--- src/rtl/alu_seq_pkg.sv ---
// Shared definitions for alu_seq: opcode codes, opcode->ASCII op-string table,
// FSM state encoding and the queued command record.
package alu_seq_pkg;

  localparam int OPC_W  = 4;
  localparam int DATA_W = 16;
  localparam int RES_W  = 32;
  localparam int OP_W   = 25;

  localparam logic [OPC_W-1:0] OPC_OR      = 4'd0;
  localparam logic [OPC_W-1:0] OPC_AND     = 4'd1;
  localparam logic [OPC_W-1:0] OPC_NOR     = 4'd2;
  localparam logic [OPC_W-1:0] OPC_XOR     = 4'd3;
  localparam logic [OPC_W-1:0] OPC_XNOR    = 4'd4;
  localparam logic [OPC_W-1:0] OPC_SHR     = 4'd5;
  localparam logic [OPC_W-1:0] OPC_SHL     = 4'd6;
  localparam logic [OPC_W-1:0] OPC_ASR     = 4'd7;
  localparam logic [OPC_W-1:0] OPC_ASL     = 4'd8;
  localparam logic [OPC_W-1:0] OPC_ROR     = 4'd9;
  localparam logic [OPC_W-1:0] OPC_ROL     = 4'd10;
  localparam logic [OPC_W-1:0] OPC_CMP     = 4'd11;
  localparam logic [OPC_W-1:0] OPC_ADD     = 4'd12;
  localparam logic [OPC_W-1:0] OPC_SUB     = 4'd13;
  localparam logic [OPC_W-1:0] OPC_MUL     = 4'd14;
  localparam logic [OPC_W-1:0] OPC_ILLEGAL = 4'd15;

  // ASCII bytes of each op string, zero-extended; entry 15 never reaches the ALU.
  localparam logic [OP_W-1:0] OP_ASCII [16] = '{
    25'h00007C,  // "|"
    25'h000026,  // "&"
    25'h007E7C,  // "~|"
    25'h00005E,  // "^"
    25'h007E5E,  // "~^"
    25'h003E3E,  // ">>"
    25'h003C3C,  // "<<"
    25'h617372,  // "asr"
    25'h61736C,  // "asl"
    25'h726F72,  // "ror"
    25'h726F6C,  // "rol"
    25'h636D70,  // "cmp"
    25'h00002B,  // "+"
    25'h00002D,  // "-"
    25'h00002A,  // "*"
    25'h000000
  };

  typedef enum logic [1:0] {
    ST_IDLE = 2'd0,
    ST_EXEC = 2'd1,
    ST_DONE = 2'd2
  } state_t;

  typedef struct packed {
    logic [OPC_W-1:0]  opcode;
    logic [DATA_W-1:0] a;
    logic [DATA_W-1:0] b;
  } cmd_t;

  function automatic logic [OP_W-1:0] op_ascii(input logic [OPC_W-1:0] opcode);
    return OP_ASCII[opcode];
  endfunction

endpackage

--- src/rtl/alu_seq_fifo.sv ---
// Small synchronous command queue for alu_seq (used when ALU_SEQ_FIFO_EN is defined).
// DEPTH must be a power of two so the pointers wrap naturally.
module alu_seq_fifo
  import alu_seq_pkg::*;
#(
  parameter int WIDTH = 36,
  parameter int DEPTH = 4
) (
  input  logic                   clk,
  input  logic                   rst,
  input  logic                   push,
  input  logic [WIDTH-1:0]       push_data,
  input  logic                   pop,
  output logic [WIDTH-1:0]       head,
  output logic                   full,
  output logic                   empty,
  output logic [$clog2(DEPTH):0] count
);

  localparam int AW = $clog2(DEPTH);

  logic [WIDTH-1:0] mem [DEPTH];
  logic [AW-1:0]    wr_ptr;
  logic [AW-1:0]    rd_ptr;
  logic             do_push;
  logic             do_pop;

  assign full    = (count == (AW+1)'(DEPTH));
  assign empty   = (count == '0);
  assign do_push = push && !full;
  assign do_pop  = pop && !empty;
  assign head    = mem[rd_ptr];

  always_ff @(posedge clk) begin
    if (do_push) mem[wr_ptr] <= push_data;
  end

  always_ff @(posedge clk) begin
    if (rst) begin
      wr_ptr <= '0;
      rd_ptr <= '0;
      count  <= '0;
    end else begin
      if (do_push) wr_ptr <= wr_ptr + AW'(1);
      if (do_pop)  rd_ptr <= rd_ptr + AW'(1);
      // simultaneous push and pop leaves the occupancy unchanged
      case ({do_push, do_pop})
        2'b10:   count <= count + (AW+1)'(1);
        2'b01:   count <= count - (AW+1)'(1);
        default: count <= count;
      endcase
    end
  end

endmodule

--- src/rtl/alu_seq.sv ---
// Command sequencer in front of an external ALU: one command in flight, result handshake.
// Optional command queue enabled with macro ALU_SEQ_FIFO_EN.
//
// state | meaning
// IDLE  | waiting for a command (queue head or direct input)
// EXEC  | operands/op string driven to the ALU, latency counter running
// DONE  | result held on res_data/res_err until res_ready
module alu_seq
  import alu_seq_pkg::*;
#(
  parameter int FIFO_DEPTH = 4,
  parameter int MUL_LAT    = 2
) (
  input  logic              clk,
  input  logic              rst,
  input  logic              in_valid,
  output logic              in_ready,
  input  logic [OPC_W-1:0]  in_opcode,
  input  logic [DATA_W-1:0] in_a,
  input  logic [DATA_W-1:0] in_b,
  output logic [DATA_W-1:0] alu_a,
  output logic [DATA_W-1:0] alu_b,
  output logic [OP_W-1:0]   alu_op,
  input  logic [RES_W-1:0]  alu_out,
  output logic              res_valid,
  input  logic              res_ready,
  output logic [RES_W-1:0]  res_data,
  output logic              res_err
);

  localparam int CNT_W = (MUL_LAT > 1) ? $clog2(MUL_LAT) : 1;

  state_t            state;
  state_t            state_nxt;
  logic [CNT_W-1:0]  cnt;
  logic [CNT_W-1:0]  cnt_nxt;
  logic [DATA_W-1:0] alu_a_nxt;
  logic [DATA_W-1:0] alu_b_nxt;
  logic [OP_W-1:0]   alu_op_nxt;
  logic [RES_W-1:0]  res_data_nxt;
  logic              res_err_nxt;

  cmd_t cmd;
  logic cmd_avail;
  logic take;

  assign take = (state == ST_IDLE) && cmd_avail;

`ifdef ALU_SEQ_FIFO_EN
  logic                        fifo_full;
  logic                        fifo_empty;
  logic [$clog2(FIFO_DEPTH):0] fifo_count;
  logic [$bits(cmd_t)-1:0]     fifo_head;
  logic                        unused_fifo_count;

  assign in_ready          = !rst && !fifo_full;
  assign cmd               = cmd_t'(fifo_head);
  assign cmd_avail         = !fifo_empty;
  assign unused_fifo_count = ^fifo_count;

  alu_seq_fifo #(
    .WIDTH ($bits(cmd_t)),
    .DEPTH (FIFO_DEPTH)
  ) u_fifo (
    .clk       (clk),
    .rst       (rst),
    .push      (in_valid && in_ready),
    .push_data ({in_opcode, in_a, in_b}),
    .pop       (take),
    .head      (fifo_head),
    .full      (fifo_full),
    .empty     (fifo_empty),
    .count     (fifo_count)
  );
`else
  // Without a queue the command is taken straight off the input port.
  assign in_ready  = !rst && (state == ST_IDLE);
  assign cmd       = cmd_t'({in_opcode, in_a, in_b});
  assign cmd_avail = in_valid;
`endif

  assign res_valid = (state == ST_DONE);

  always_comb begin
    state_nxt    = state;
    cnt_nxt      = cnt;
    alu_a_nxt    = alu_a;
    alu_b_nxt    = alu_b;
    alu_op_nxt   = alu_op;
    res_data_nxt = res_data;
    res_err_nxt  = res_err;
    unique case (state)
      ST_IDLE: begin
        if (take) begin
          if (cmd.opcode == OPC_ILLEGAL) begin
            state_nxt    = ST_DONE;
            res_data_nxt = '0;
            res_err_nxt  = 1'b1;
          end else begin
            state_nxt   = ST_EXEC;
            alu_a_nxt   = cmd.a;
            alu_b_nxt   = cmd.b;
            alu_op_nxt  = op_ascii(cmd.opcode);
            res_err_nxt = 1'b0;
            // counter holds remaining EXEC cycles minus one
            cnt_nxt     = (cmd.opcode == OPC_MUL) ? CNT_W'(MUL_LAT - 1) : '0;
          end
        end
      end
      ST_EXEC: begin
        if (cnt == '0) begin
          state_nxt    = ST_DONE;
          res_data_nxt = alu_out;
          alu_a_nxt    = '0;
          alu_b_nxt    = '0;
          alu_op_nxt   = '0;
        end else begin
          cnt_nxt = cnt - CNT_W'(1);
        end
      end
      ST_DONE: begin
        if (res_ready) state_nxt = ST_IDLE;
      end
      default: state_nxt = ST_IDLE;
    endcase
  end

  always_ff @(posedge clk) begin
    if (rst) begin
      state    <= ST_IDLE;
      cnt      <= '0;
      alu_a    <= '0;
      alu_b    <= '0;
      alu_op   <= '0;
      res_data <= '0;
      res_err  <= 1'b0;
    end else begin
      state    <= state_nxt;
      cnt      <= cnt_nxt;
      alu_a    <= alu_a_nxt;
      alu_b    <= alu_b_nxt;
      alu_op   <= alu_op_nxt;
      res_data <= res_data_nxt;
      res_err  <= res_err_nxt;
    end
  end

endmodule

--- config.mk ---
export PLATFORM = sky130hd
export DESIGN_NAME = alu_seq
export DESIGN_NICKNAME = d
export VERILOG_FILES = /design/src/rtl/alu_seq_pkg.sv /design/src/rtl/alu_seq_fifo.sv /design/src/rtl/alu_seq.sv
export SDC_FILE = /design/constraint.sdc
export NUM_CORES = 1
export LEC_CHECK = 0
export BUFFER_PORTS_ARGS = -buffer_cell sky130_fd_sc_hd__buf_2
export CORE_ASPECT_RATIO = 1.2
export CORE_MARGIN = 10
export CORE_UTILIZATION = 47
export CTS_CLUSTER_SIZE = 30
export DETAILED_ROUTE_END_ITERATION = 8
export PLACE_DENSITY = 0.8
export SYNTH_ARGS = -nofsm -noshare
export SYNTH_HDL_FRONTEND = slang
export SYNTH_HIERARCHICAL = 1
export SYNTH_SLANG_ARGS = --single-unit
--- constraint.sdc ---
create_clock -name clk -period 1.99 [get_ports clk]
set_clock_uncertainty 0.1 [all_clocks]
set_input_delay 0.398 -clock clk [delete_from_list [all_inputs] [get_ports clk]]
set_output_delay 0.398 -clock clk [all_outputs]
set_load 0.05 [all_outputs]
# ---- After elaboration in Yosys (flattened, before gate mapping)
# Memory sizes are Yosys's and may differ from the RTL's.
# Cells that the tools add are included.
dict set report word_totals {
  ff_bits 93
  romBits 400
  input_bits 72
  output_inout_bits 92
  wordCells 58
  n_memories 1
}
# name depth width read_ports rd_ports_with_merged_regs write_ports line
set memory_table {}
lappend memory_table {{(no name shown)} 16 25 1 0 0 alu_seq_pkg.sv:60} ;# return OP_ASCII[opcode];
dict set report op_classes {
  addsub 1
  order_cmp 1
  eq_ne 9
  n_mux 28
  bitwise_logic 1
  n_reduce_logical 10
}
# cell n
set ops {}
lappend ops {{25-bit two-way mux} 5}
lappend ops {{32-bit two-way mux} 3}
lappend ops {{16-bit two-way mux} 5}
lappend ops {{16-bit one-hot mux with 2 select lines} 2}
lappend ops {{32-bit one-hot mux with 2 select lines} 1}
lappend ops {{25-bit one-hot mux with 2 select lines} 1}
lappend ops {{4-bit == test (second input constant)} 2}
lappend ops {{2-bit two-way mux} 4}
lappend ops {{4-bit AND reduction} 2}
lappend ops {{2-bit inequality test (second input constant)} 3}
lappend ops {{2-bit one-hot mux with 3 select lines} 1}
lappend ops {{3-bit AND reduction} 2}
lappend ops {{5-bit >= comparator (second input constant)} 1}
lappend ops {{1-bit two-way mux} 5}
lappend ops {{4-bit inverter with 5-bit output} 1}
lappend ops {{2-bit by 1-bit inequality test with 1-bit output (second input constant)} 2}
lappend ops {{2-bit by 1-bit == test with 1-bit output (second input constant)} 1}
lappend ops {{2-bit == test (second input constant)} 1}
lappend ops {{1-bit logical AND} 2}
lappend ops {{2-bit zero test} 1}
lappend ops {{1-bit one-hot mux with 2 select lines} 1}
lappend ops {{2-bit AND reduction} 1}
lappend ops {{2-bit nonzero test} 1}
lappend ops {{1-bit zero test} 1}
lappend ops {{1-bit subtractor (second input constant)} 1}

# ---- Logic depth before layout (Yosys ltp)
# Gate-level depths: netlist of run 1.
dict set report logic_depth {
  ltp_word 7
  depth_mapped 7
  depth_no_buf 6
}

# ---- Worst setup path before layout of run 1
# No wires, ideal clock.
dict set report synth_path {
  kind {in2out}
  from {in rst}
  to {out in_ready}
  t_arrival_ns 1.796
  t_required_ns 1.492
  slack_ns -0.304
  stages 3
  path_buffers 2
  cell_sequence {clkbuf_1 clkbuf_1 nor3_1}
}
dict set report synth_between {
  elab_chain_cells 2
}
# item line
set synth_rtl {}
lappend synth_rtl {{start: declaration} alu_seq.sv:15} ;# input logic rst,
lappend synth_rtl {{1-bit zero test} alu_seq.sv:77} ;# assign in_ready = !rst && (state == ST_IDLE);
lappend synth_rtl {{1-bit logical AND} alu_seq.sv:77}
lappend synth_rtl {{end: declaration} alu_seq.sv:17} ;# output logic in_ready,
# No other way between the ends.

# ---- Worst setup path after layout of run 1
dict set report layout_path {
  from {reg state[1]}
  to {out res_valid}
}
dict set report layout_between {
  elab_chain_cells 1
}
# item line
set layout_rtl {}
lappend layout_rtl {{start: declaration} alu_seq.sv:33} ;# state_t state;
lappend layout_rtl {{start signal: assignment} alu_seq.sv:138} ;# state <= state_nxt;
lappend layout_rtl {{2-bit == test} alu_seq.sv:82} ;# assign res_valid = (state == ST_DONE);
lappend layout_rtl {{end: declaration} alu_seq.sv:25} ;# output logic res_valid,
# No other way between the ends.

==> results.cfg, run 1 <==
[clocking]
post_cts_buffers = 0
cts_buffers = 9
worstSkewPairLatency_ps = 330
clockBufferDepth = 2
cts.sinks = 84
htree_levels = 3
tritoncts = yes
root_buffer = clkbuf_8
clk_pin_slew_ps = 90

[die]
dieWidth_um = 99.88
initial_core_util_pct = 48.89
die_area_mm2 = 0.01157
io_pins = 164
core.rowCount = 34
die_h_um = 115.9
fp.coreArea_mm2 = 0.007360

[global_routing]
grt.total_usage_pct = 16.18
antenna_found_initial = 0
grt_max_degree = 66
grt_pass1_vias = 3187
grt.overflow.total = 0
grt_pass1_wl_mm = 15.55

[synthesis]
synth-main-ff-cell = dfxtp_1
synth_cells = 394
synth_cell_types = 46
yosysTopAreaCellShare_pct = 46.73
ys_ff_latch = 84
yosysTopAreaCell = dfxtp_1
synthTopCellsByArea = dfxtp_1, a22oi_1, nand2b_1
synth_edf_count = 0
netlist_top_cells_count = dfxtp_1, nor2_1, nand3_1, a22oi_1, nand2b_1
seq_area_frac_synth_pct = 46.73
avgSynthCellArea_um2 = 9.133
yosysMostFrequentCell = dfxtp_1
async_flop_share_pct = 0
synth_area_mm2 = 0.003598
yosysWarnings = 6

[critical_path]
crit_family = buffers and inverters
arrival_ps = 1370
endpoint_kind = output pin
crit_cells = 3
cp_num_buf_inv = 2
crit_slowest_cell = dfxtp_1
path_cells = inv_1 -> nor2_1 -> buf_2
r2r_cells = 3
crit_type = reg2out
crit_end = res_valid
cp-start-kind = flip-flop
reg2reg_to = res_data[7]$_SDFFE_PP0P_
reg2reg_from = state[0]$_SDFFE_PP0P_
required_ps = 1490
ff2ff_setup_slack_ps = 210
max_stage_delay_ps = 340
worstPathMaxFanout = 6
worstSetupStartpoint = state[1]$_SDFFE_PP0P_

[detailed_routing]
vias_per_cell = 5.211
ant_nets = 0
drc = 0
drt_iter0_drc = 170
vias = 3309
routed_wl_mm = 9.956
drtPass1Iterations = 5
wl_per_cell_um = 15.68

[timing]
rsz0062_at_grt = no
min_period_over_period_pct = 93.89
fmax_mhz = 535.2
tightest_slew_ps = 659.4
max_slew_margin_pct = 56.04
setup_viol = 0
fin_ws_ps = 121.5
finalHoldViolCount = 0
period_minus_slack_ps = 1869
final_max_slew_viol_count = 0

[placement]
dpl_worst_slack_ps = -83.79
io_buffers = 157
globalplace.congestion = 0.9187
dp_hpwl_mm = 7.548
dp_cells = 619

[finish]
finalNonFillerCells = 635
layout-drive-gt1-share_pct = 37.80
nets = 620
num_antenna_cells = 0
area_growth_pct = 28.34

[power_and_ir_drop]
p_per_area_mw_per_mm2 = 850.8
vdd_ir_drop_max_mv = 0.5812
leakage_nw = 2.185

[min_path]
hold_depth = 3
hold_path.class = in2reg

[flow_run]
cap_violations = 0

[outcome]
outcome = complete, no violations
[area by class of cell]
type,instances,area [µm²]
fill,621,2741
tap,90,112.6
sequential,84,1683
clock inverter,7,73.82
timing repair buffer,174,963.4
multi-input combinational,263,1632
clock buffer,9,123.9
inverter,8,30.03
[tightest hold or removal path: cells and delay by family]
family | cells | cell delay, ps
AO/OA/AOI/OAI | 1 | 60
AND/OR/NAND/NOR | 1 | 50
buffers and inverters | 1 | 70
[layout by cell type (no fill, tap or decap), types with 2 or more instances in the layout]
| cell type | n |
|---|---|
| buf_2 | 157 |
| dfxtp_1 | 83 |
| nor2_1 | 42 |
| nand3_1 | 36 |
| a22oi_1 | 34 |
| nand2b_1 | 33 |
| o21ai_1 | 24 |
| o21ai_0 | 18 |
| buf_4 | 13 |
| nand2_1 | 11 |
| nand3b_1 | 9 |
| clkbuf_8 | 9 |
| inv_1 | 8 |
| ha_1 | 8 |
| conb_1 | 6 |
| a21oi_1 | 4 |
| nor3b_1 | 4 |
| buf_12 | 4 |
| nor3_1 | 3 |
| a31o_2 | 3 |
| and3_1 | 2 |
| nand4_1 | 2 |
| inv_6 | 2 |
| clkinv_2 | 2 |
[per-layer routing]
metal / GRT usage [%] / part of all wire (%) / up-vias
li1: - / - / 1646
met1: 19.57 / 41 / 1525
met2: 24.32 / 46 / 132
met3: 7.921 / 12 / 6
met4: 5.933 / 0.76 / 0
met5: 0 / 0 / -
[logic make-up (layout without fill, tap and decap cells)]
family / after synthesis / count (layout) / share of synthesized area, %
muxes: 3 / 3 / 1.217
adders and majority gates: 8 / 8 / 2.782
other: 1 / 6 / 0.1042
and+or+nand+nor: 150 / 150 / 22.04
buffers and inverters: 52 / 198 / 9.075
AOI/OAI and AO/OA: 96 / 96 / 18.05
DFF: 84 / 84 / 46.73
[power breakdown]
part / switching [mW] / total [mW] / internal, mW
registers: 0.0440 / 1.81 / 1.76
logic: 0.638 / 0.920 / 0.282
clock network: 0.614 / 1.20 / 0.587
[flip-flops by register name, indices dropped and copies added, names as in the netlist]
| signal | count |
|---|---|
| res_err | 1 |
| alu_b | 16 |
| res_data | 32 |
| cnt | 1 |
| state | 2 |
| alu_op | 16 |
| alu_a | 16 |
[worst min-delay path by stage]
stage	endpoint	slack (ps)	from
final	res_data[6]$_SDFFE_PP0P_	170	alu_out[6]
after global routing	res_data[6]$_SDFFE_PP0P_	150	alu_out[6]
after CTS	res_data[10]$_SDFFE_PP0P_	150	alu_out[10]
after detailed placement	res_data[31]$_SDFFE_PP0P_	350	res_data[31]$_SDFFE_PP0P_
after global placement	res_data[14]$_SDFFE_PP0P_	350	res_data[14]$_SDFFE_PP0P_
after floorplan	alu_op[0]$_SDFFE_PP0P_	400	in_opcode[1]
[through the flow]
step / TNS (ps) / hold slack, ps / total power, mW / area [µm²] / utilization [%]
after detailed placement: -428.0 / 354.1 / 2.773 / 4419 / 60.05
after floorplan: 0 / 397.2 / 2.533 / 3622 / -
after global routing: 0 / 152.6 / 4.125 / 4618 / 62.75
final: 0 / 170.1 / 3.929 / 4618 / 62.75
after global placement: -5.379 / 347.8 / 2.756 / 4419 / 60.05
after CTS: 0 / 151.9 / 3.980 / 4617 / 62.73
[repair_timing]
item | CTS | global route
hold buffers | 0 | 0
setup endpoints to repair | 0 | 3
resized for setup | 0 | 1
Power figures use the tool's default switching activity.
==> run 2, diff against run 1 <==
--- a/config.mk
+++ b/config.mk
@@ -12,6 +12,7 @@
 export CTS_CLUSTER_SIZE = 30
 export DETAILED_ROUTE_END_ITERATION = 8
 export PLACE_DENSITY = 0.8
+export REMOVE_ABC_BUFFERS = 1
 export SYNTH_ARGS = -nofsm -noshare
 export SYNTH_HDL_FRONTEND = slang
 export SYNTH_HIERARCHICAL = 1
==> run 2 against run 1 <==
Compared with the run above:
- hold slack worse by 6.4 ps
- sequential cell count did not move
- total power down 1.5%
- first-iteration DRC count down 9.4%
- core utilization increased by 0.36 points
- die area is the same
- wire length grew 5.2%
- setup slack improved by 39 ps
- combinational power increased by 1%
- critical path type unchanged
==> results.cfg, run 2 (synthesized netlist as in run 1, its figures left out) <==
[flow_run]
cap_violations = 0

[detailed_routing]
routed_wl_mm = 10.47
drtPass1Iterations = 5
ant_nets = 0
drc = 0
wl_per_cell_um = 16.39
vias = 3325
drt_iter0_drc = 154
vias_per_cell = 5.203

[placement]
dpl_worst_slack_ps = -18.21
dp_hpwl_mm = 8.110
globalplace.congestion = 0.8824
io_buffers = 157

[power_and_ir_drop]
power_switching_mw = 1.320
combPwrFrac_pct = 24.1
vdd_ir_drop_max_mv = 0.5156
internal_power_mw = 2.548
p_seq_share_pct = 46.8
power.share.clock_pct = 29.1
p_per_area_mw_per_mm2 = 833.0
swShare_pct = 34.13
leakage_nw = 2.190

[critical_path]
worstPathMaxFanout = 6
cp-start-kind = flip-flop
required_ps = 1490
crit_type = reg2out
endpoint_kind = output pin
arrival_ps = 1330

[global_routing]
grt_util_met2_pct = 27.17
antenna_found_initial = 0
grt_pass1_wl_mm = 16.23
grt_util_met3_pct = 6.373
grt_max_degree = 62
grt.overflow.total = 0
busiest_layer = met2
grt_pass1_vias = 3270
grtUsageMet1_pct = 20.75
grt.total_usage_pct = 16.91

[die]
dieWidth_um = 99.88
fp.coreArea_mm2 = 0.007360
core.rowCount = 34
initial_core_util_pct = 48.89
die_area_mm2 = 0.01157
die_h_um = 115.9
io_pins = 164

[finish]
largest_reg_flops = 32
num_antenna_cells = 0
layout-drive-gt1-share_pct = 38.43
final_common_cell = buf_2
num-fill-cells = 630
nets = 624
regMostFlops = res_data
final_cell_mix = buf_2, dfxtp_1, nor2_1
area_growth_pct = 29.07
utilization_pct = 63.11

[timing]
max_slew_margin_pct = 65.63
final_max_slew_viol_count = 0
fin_ws_ps = 160.6
rsz0062_at_grt = no
min_period_over_period_pct = 91.93
finalHoldViolCount = 0
fmax_mhz = 546.6
setup_viol = 0
period_minus_slack_ps = 1829
tightest_slew_ps = 515.5

[outcome]
outcome = complete, no violations

[clocking]
cts_buffers = 9
clk_pin_slew_ps = 100
post_cts_buffers = 0
htree_levels = 3
root_buffer = clkbuf_8
worstSkewPairLatency_ps = 340
clockBufferDepth = 2
tritoncts = yes
cts.sinks = 84

[min_path]
hold_path.class = in2reg
-- run 2: cell types whose count changed in the layout (fill, tap and decap cells not counted), sizes merged --
cell,delta
buf,+4
clkinvlp,+2
bufinv,-1
clkbuf,+1
clkinv,-1
inv,-1
-- run 2: worst paths after layout --
check             slack (ps)                 startpoint  cells past startpoint                         to
hold / removal           160                 alu_out[5]                      3   res_data[5]$_SDFFE_PP0P_
setup / recovery         160      state[1]$_SDFFE_PP0P_                      3                  res_valid
hold reg to reg          370  res_data[14]$_SDFFE_PP0P_                      2  res_data[14]$_SDFFE_PP0P_
setup reg to reg         300      state[1]$_SDFFE_PP0P_                      5    alu_op[16]$_SDFFE_PP0P_
-- run 2: what timing repair did --
item	4_1_cts	5_1_grt
gates cloned	0	0
pin swaps	0	0
setup endpoints to repair	1	2
gates resized for setup	2	4
hold buffers	0	0
-- run 2: critical path: stages (launching register included) --
cell,delay [ps]
dfxtp_2,400
inv_1,160
nor2_2,210
buf_4,230
-- run 2: final cells by class --
| class | count | area (µm²) | share of cell area [%] |
|---|---|---|---|
| Clock buffer | 10 | 137.6 | 2.963 |
| Tap cell | 90 | 112.6 | 2.425 |
| Timing Repair Buffer | 178 | 998.5 | 21.50 |
| Sequential cell | 84 | 1683 | 36.23 |
| Clock inverter | 6 | 48.80 | 1.051 |
| Inverter | 8 | 30.03 | 0.6466 |
| Multi-Input combinational cell | 263 | 1634 | 35.18 |
-- run 2: per-layer routing --
layer  part of all wire (%)  up-vias
li1                       -     1658
met1                     41     1531
met2                     47      129
met3                     11        7
met4                   0.74        0
met5                      0        -
-- run 2: power groups by stage --
stage | clock [mW] | sequential [mW] | combinational [mW]
finish | 1.13 | 1.81 | 0.931
global route | 1.22 | 1.82 | 0.998
CTS | 1.17 | 1.81 | 0.936
detailed placement | 0 | 1.85 | 0.934
global placement | 0 | 1.84 | 0.916
floorplan | 0 | 2.14 | 0.291
-- run 2: per-stage QoR --
stage | cells | TNS [ps] | power, mW | cell area [µm²] | hold WS, ps
6_report | 639 | 0 | 3.869 | 4644 | 163.7
5_1_grt | 639 | 0 | 4.037 | 4644 | 173.3
4_1_cts | 639 | 0 | 3.914 | 4636 | 149.3
3_5_place_dp | 623 | -18.21 | 2.781 | 4444 | 352.0
3_3_place_gp | 623 | 0 | 2.759 | 4444 | 348.1
2_1_floorplan | 355 | -11290 | 2.435 | 3321 | 367.1
==> run 3, diff against run 2 <==
--- a/config.mk
+++ b/config.mk
@@ -8,10 +8,10 @@
 export BUFFER_PORTS_ARGS = -buffer_cell sky130_fd_sc_hd__buf_2
 export CORE_ASPECT_RATIO = 1.2
 export CORE_MARGIN = 10
-export CORE_UTILIZATION = 47
+export CORE_UTILIZATION = 35
 export CTS_CLUSTER_SIZE = 30
 export DETAILED_ROUTE_END_ITERATION = 8
-export PLACE_DENSITY = 0.8
+export GPL_ROUTABILITY_DRIVEN = 0
 export REMOVE_ABC_BUFFERS = 1
 export SYNTH_ARGS = -nofsm -noshare
 export SYNTH_HDL_FRONTEND = slang
==> run 3 against run 2 <==
Compared with the run above:
- global-route usage shrank 2.9 points
- setup slack worse by 70 ps
- total power up 21%
- maximum frequency decreased by 3.7%
- cell count grew 5.9%
- via count grew 0.42%
- die area up 28%
- sequential share of layout area fell by 1.8 points
- clock power is 72% higher
- critical endpoint unchanged
==> results.cfg, run 3 (synthesized netlist as in run 1, its figures left out) <==
[outcome]
outcome = complete, no violations

[placement]
place_area_mm2 = 0.004529
dpl_worst_slack_ps = -27.59
dp_cells = 661
dp_hpwl_mm = 8.228
io_buffers = 157

[timing]
tightest_slew_ps = 574.6
final_max_slew_viol_count = 0
rsz0062_at_grt = no
period_minus_slack_ps = 1900
whs_ps = 175.3
fmax_mhz = 526.4
finalHoldViolCount = 0
setup_viol = 0
setup_tns_ps = 0
min_period_over_period_pct = 95.47
max_slew_margin_pct = 61.70
fin_ws_ps = 90.21

[finish]
regMostFlops = res_data
num_antenna_cells = 0
area_growth_pct = 35.81
utilization_pct = 48.83
final_common_cell = buf_2
finalNonFillerCells = 677
nets = 626
layout-drive-gt1-share_pct = 38.29
design_area_mm2 = 0.004887
largest_reg_flops = 32
final_cell_mix = buf_2, dfxtp_1, nor2_1

[detailed_routing]
ant_nets = 0
drt_iter0_drc = 182
wl_per_cell_um = 15.86
vias_per_cell = 4.932
routed_wl_mm = 10.74
vias = 3339
drtPass1Iterations = 4
drc = 0

[critical_path]
path_cells = inv_1 -> nor2_2 -> buf_4
max_stage_delay_ps = 440
crit_slowest_cell = dfxtp_1
crit_family = flip-flops
cp_num_buf_inv = 2
ff2ff_setup_slack_ps = 350
cp-start-kind = flip-flop
arrival_ps = 1400
endpoint_kind = output pin
worstPathMaxFanout = 6
crit_type = reg2out
required_ps = 1490

[global_routing]
grt_pass1_wl_mm = 16.79
grt_pass1_vias = 3315
grt_util_met3_pct = 4.235
grt.total_usage_pct = 13.99
grt.overflow.total = 0
antenna_found_initial = 0
grt_util_met2_pct = 22.22
grt_max_degree = 65
grtUsageMet1_pct = 17.01
busiest_layer = met2

[clocking]
clk_pin_slew_ps = 60
htree_levels = 3
tritoncts = yes
cts_buffers = 9
clockBufferDepth = 2
cts.sinks = 84
hold_buffers = 0
root_buffer = clkbuf_16
worstSkewPairLatency_ps = 340

[power_and_ir_drop]
power.total_mw = 4.699
vdd_ir_drop_max_mv = 0.3860
leakage_nw = 2.289
p_per_area_mw_per_mm2 = 961.5

[die]
die_h_um = 131.1
core.rowCount = 40
dieWidth_um = 112.6
die_area_mm2 = 0.01475
initial_core_util_pct = 35.95
io_pins = 164
fp.coreArea_mm2 = 0.01001

[min_path]
hold_path.class = in2reg

[flow_run]
cap_violations = 0
-- run 3: changes by cell type in the layout (fill, tap and decap cells not counted), moves of 2 or more --
cell / delta
clkbuf_8: -9
clkinvlp_4: -2
clkbuf_16: +9
bufinv_16: +3
buf_12: +2
-- run 3: worst reg2reg max path: stages, from the launching register on --
cell      delay (ps)
dfxtp_1          440
inv_1            190
a21oi_1          170
buf_4            200
a21boi_0         290
a31o_2           200
-- run 3: report_power, final --
part / internal, mW / leakage, nW / switching, mW
Clock: 1.26 / 0.169 / 0.676
Sequential: 1.77 / 0.684 / 0.0449
Combinational: 0.304 / 1.44 / 0.647
-- run 3: area by class of cell --
class / count / area, µm²
Fill cell: 995 / 5122
Sequential cell: 84 / 1682
Multi-Input combinational cell: 263 / 1629
Timing Repair Buffer: 180 / 1039
Clock buffer: 10 / 239.0
Tap cell: 126 / 157.7
Clock inverter: 6 / 111.4
Inverter: 8 / 30.03
-- run 3: worst paths after layout --
kind | cells past startpoint | endpoint | startpoint
max | 3 | res_valid | state[1]$_SDFFE_PP0P_
min | 3 | res_data[9]$_SDFFE_PP0P_ | alu_out[9]
max reg2reg | 5 | alu_op[12]$_SDFFE_PP0P_ | state[1]$_SDFFE_PP0P_
min reg2reg | 2 | res_data[23]$_SDFFE_PP0P_ | res_data[23]$_SDFFE_PP0P_
-- run 3: what timing repair did --
item	4_1_cts	5_1_grt
setup endpoints to repair	1	2
resized for setup	1	3
setup buffers	0	0
pin swaps	0	0
-- run 3: layer usage --
layer  part of all wire (%)  vias to the layer above
met3                    7.1                       15
met4                    1.9                        0
met2                     46                      120
li1                       -                     1666
met1                     45                     1538
met5                      0                        -
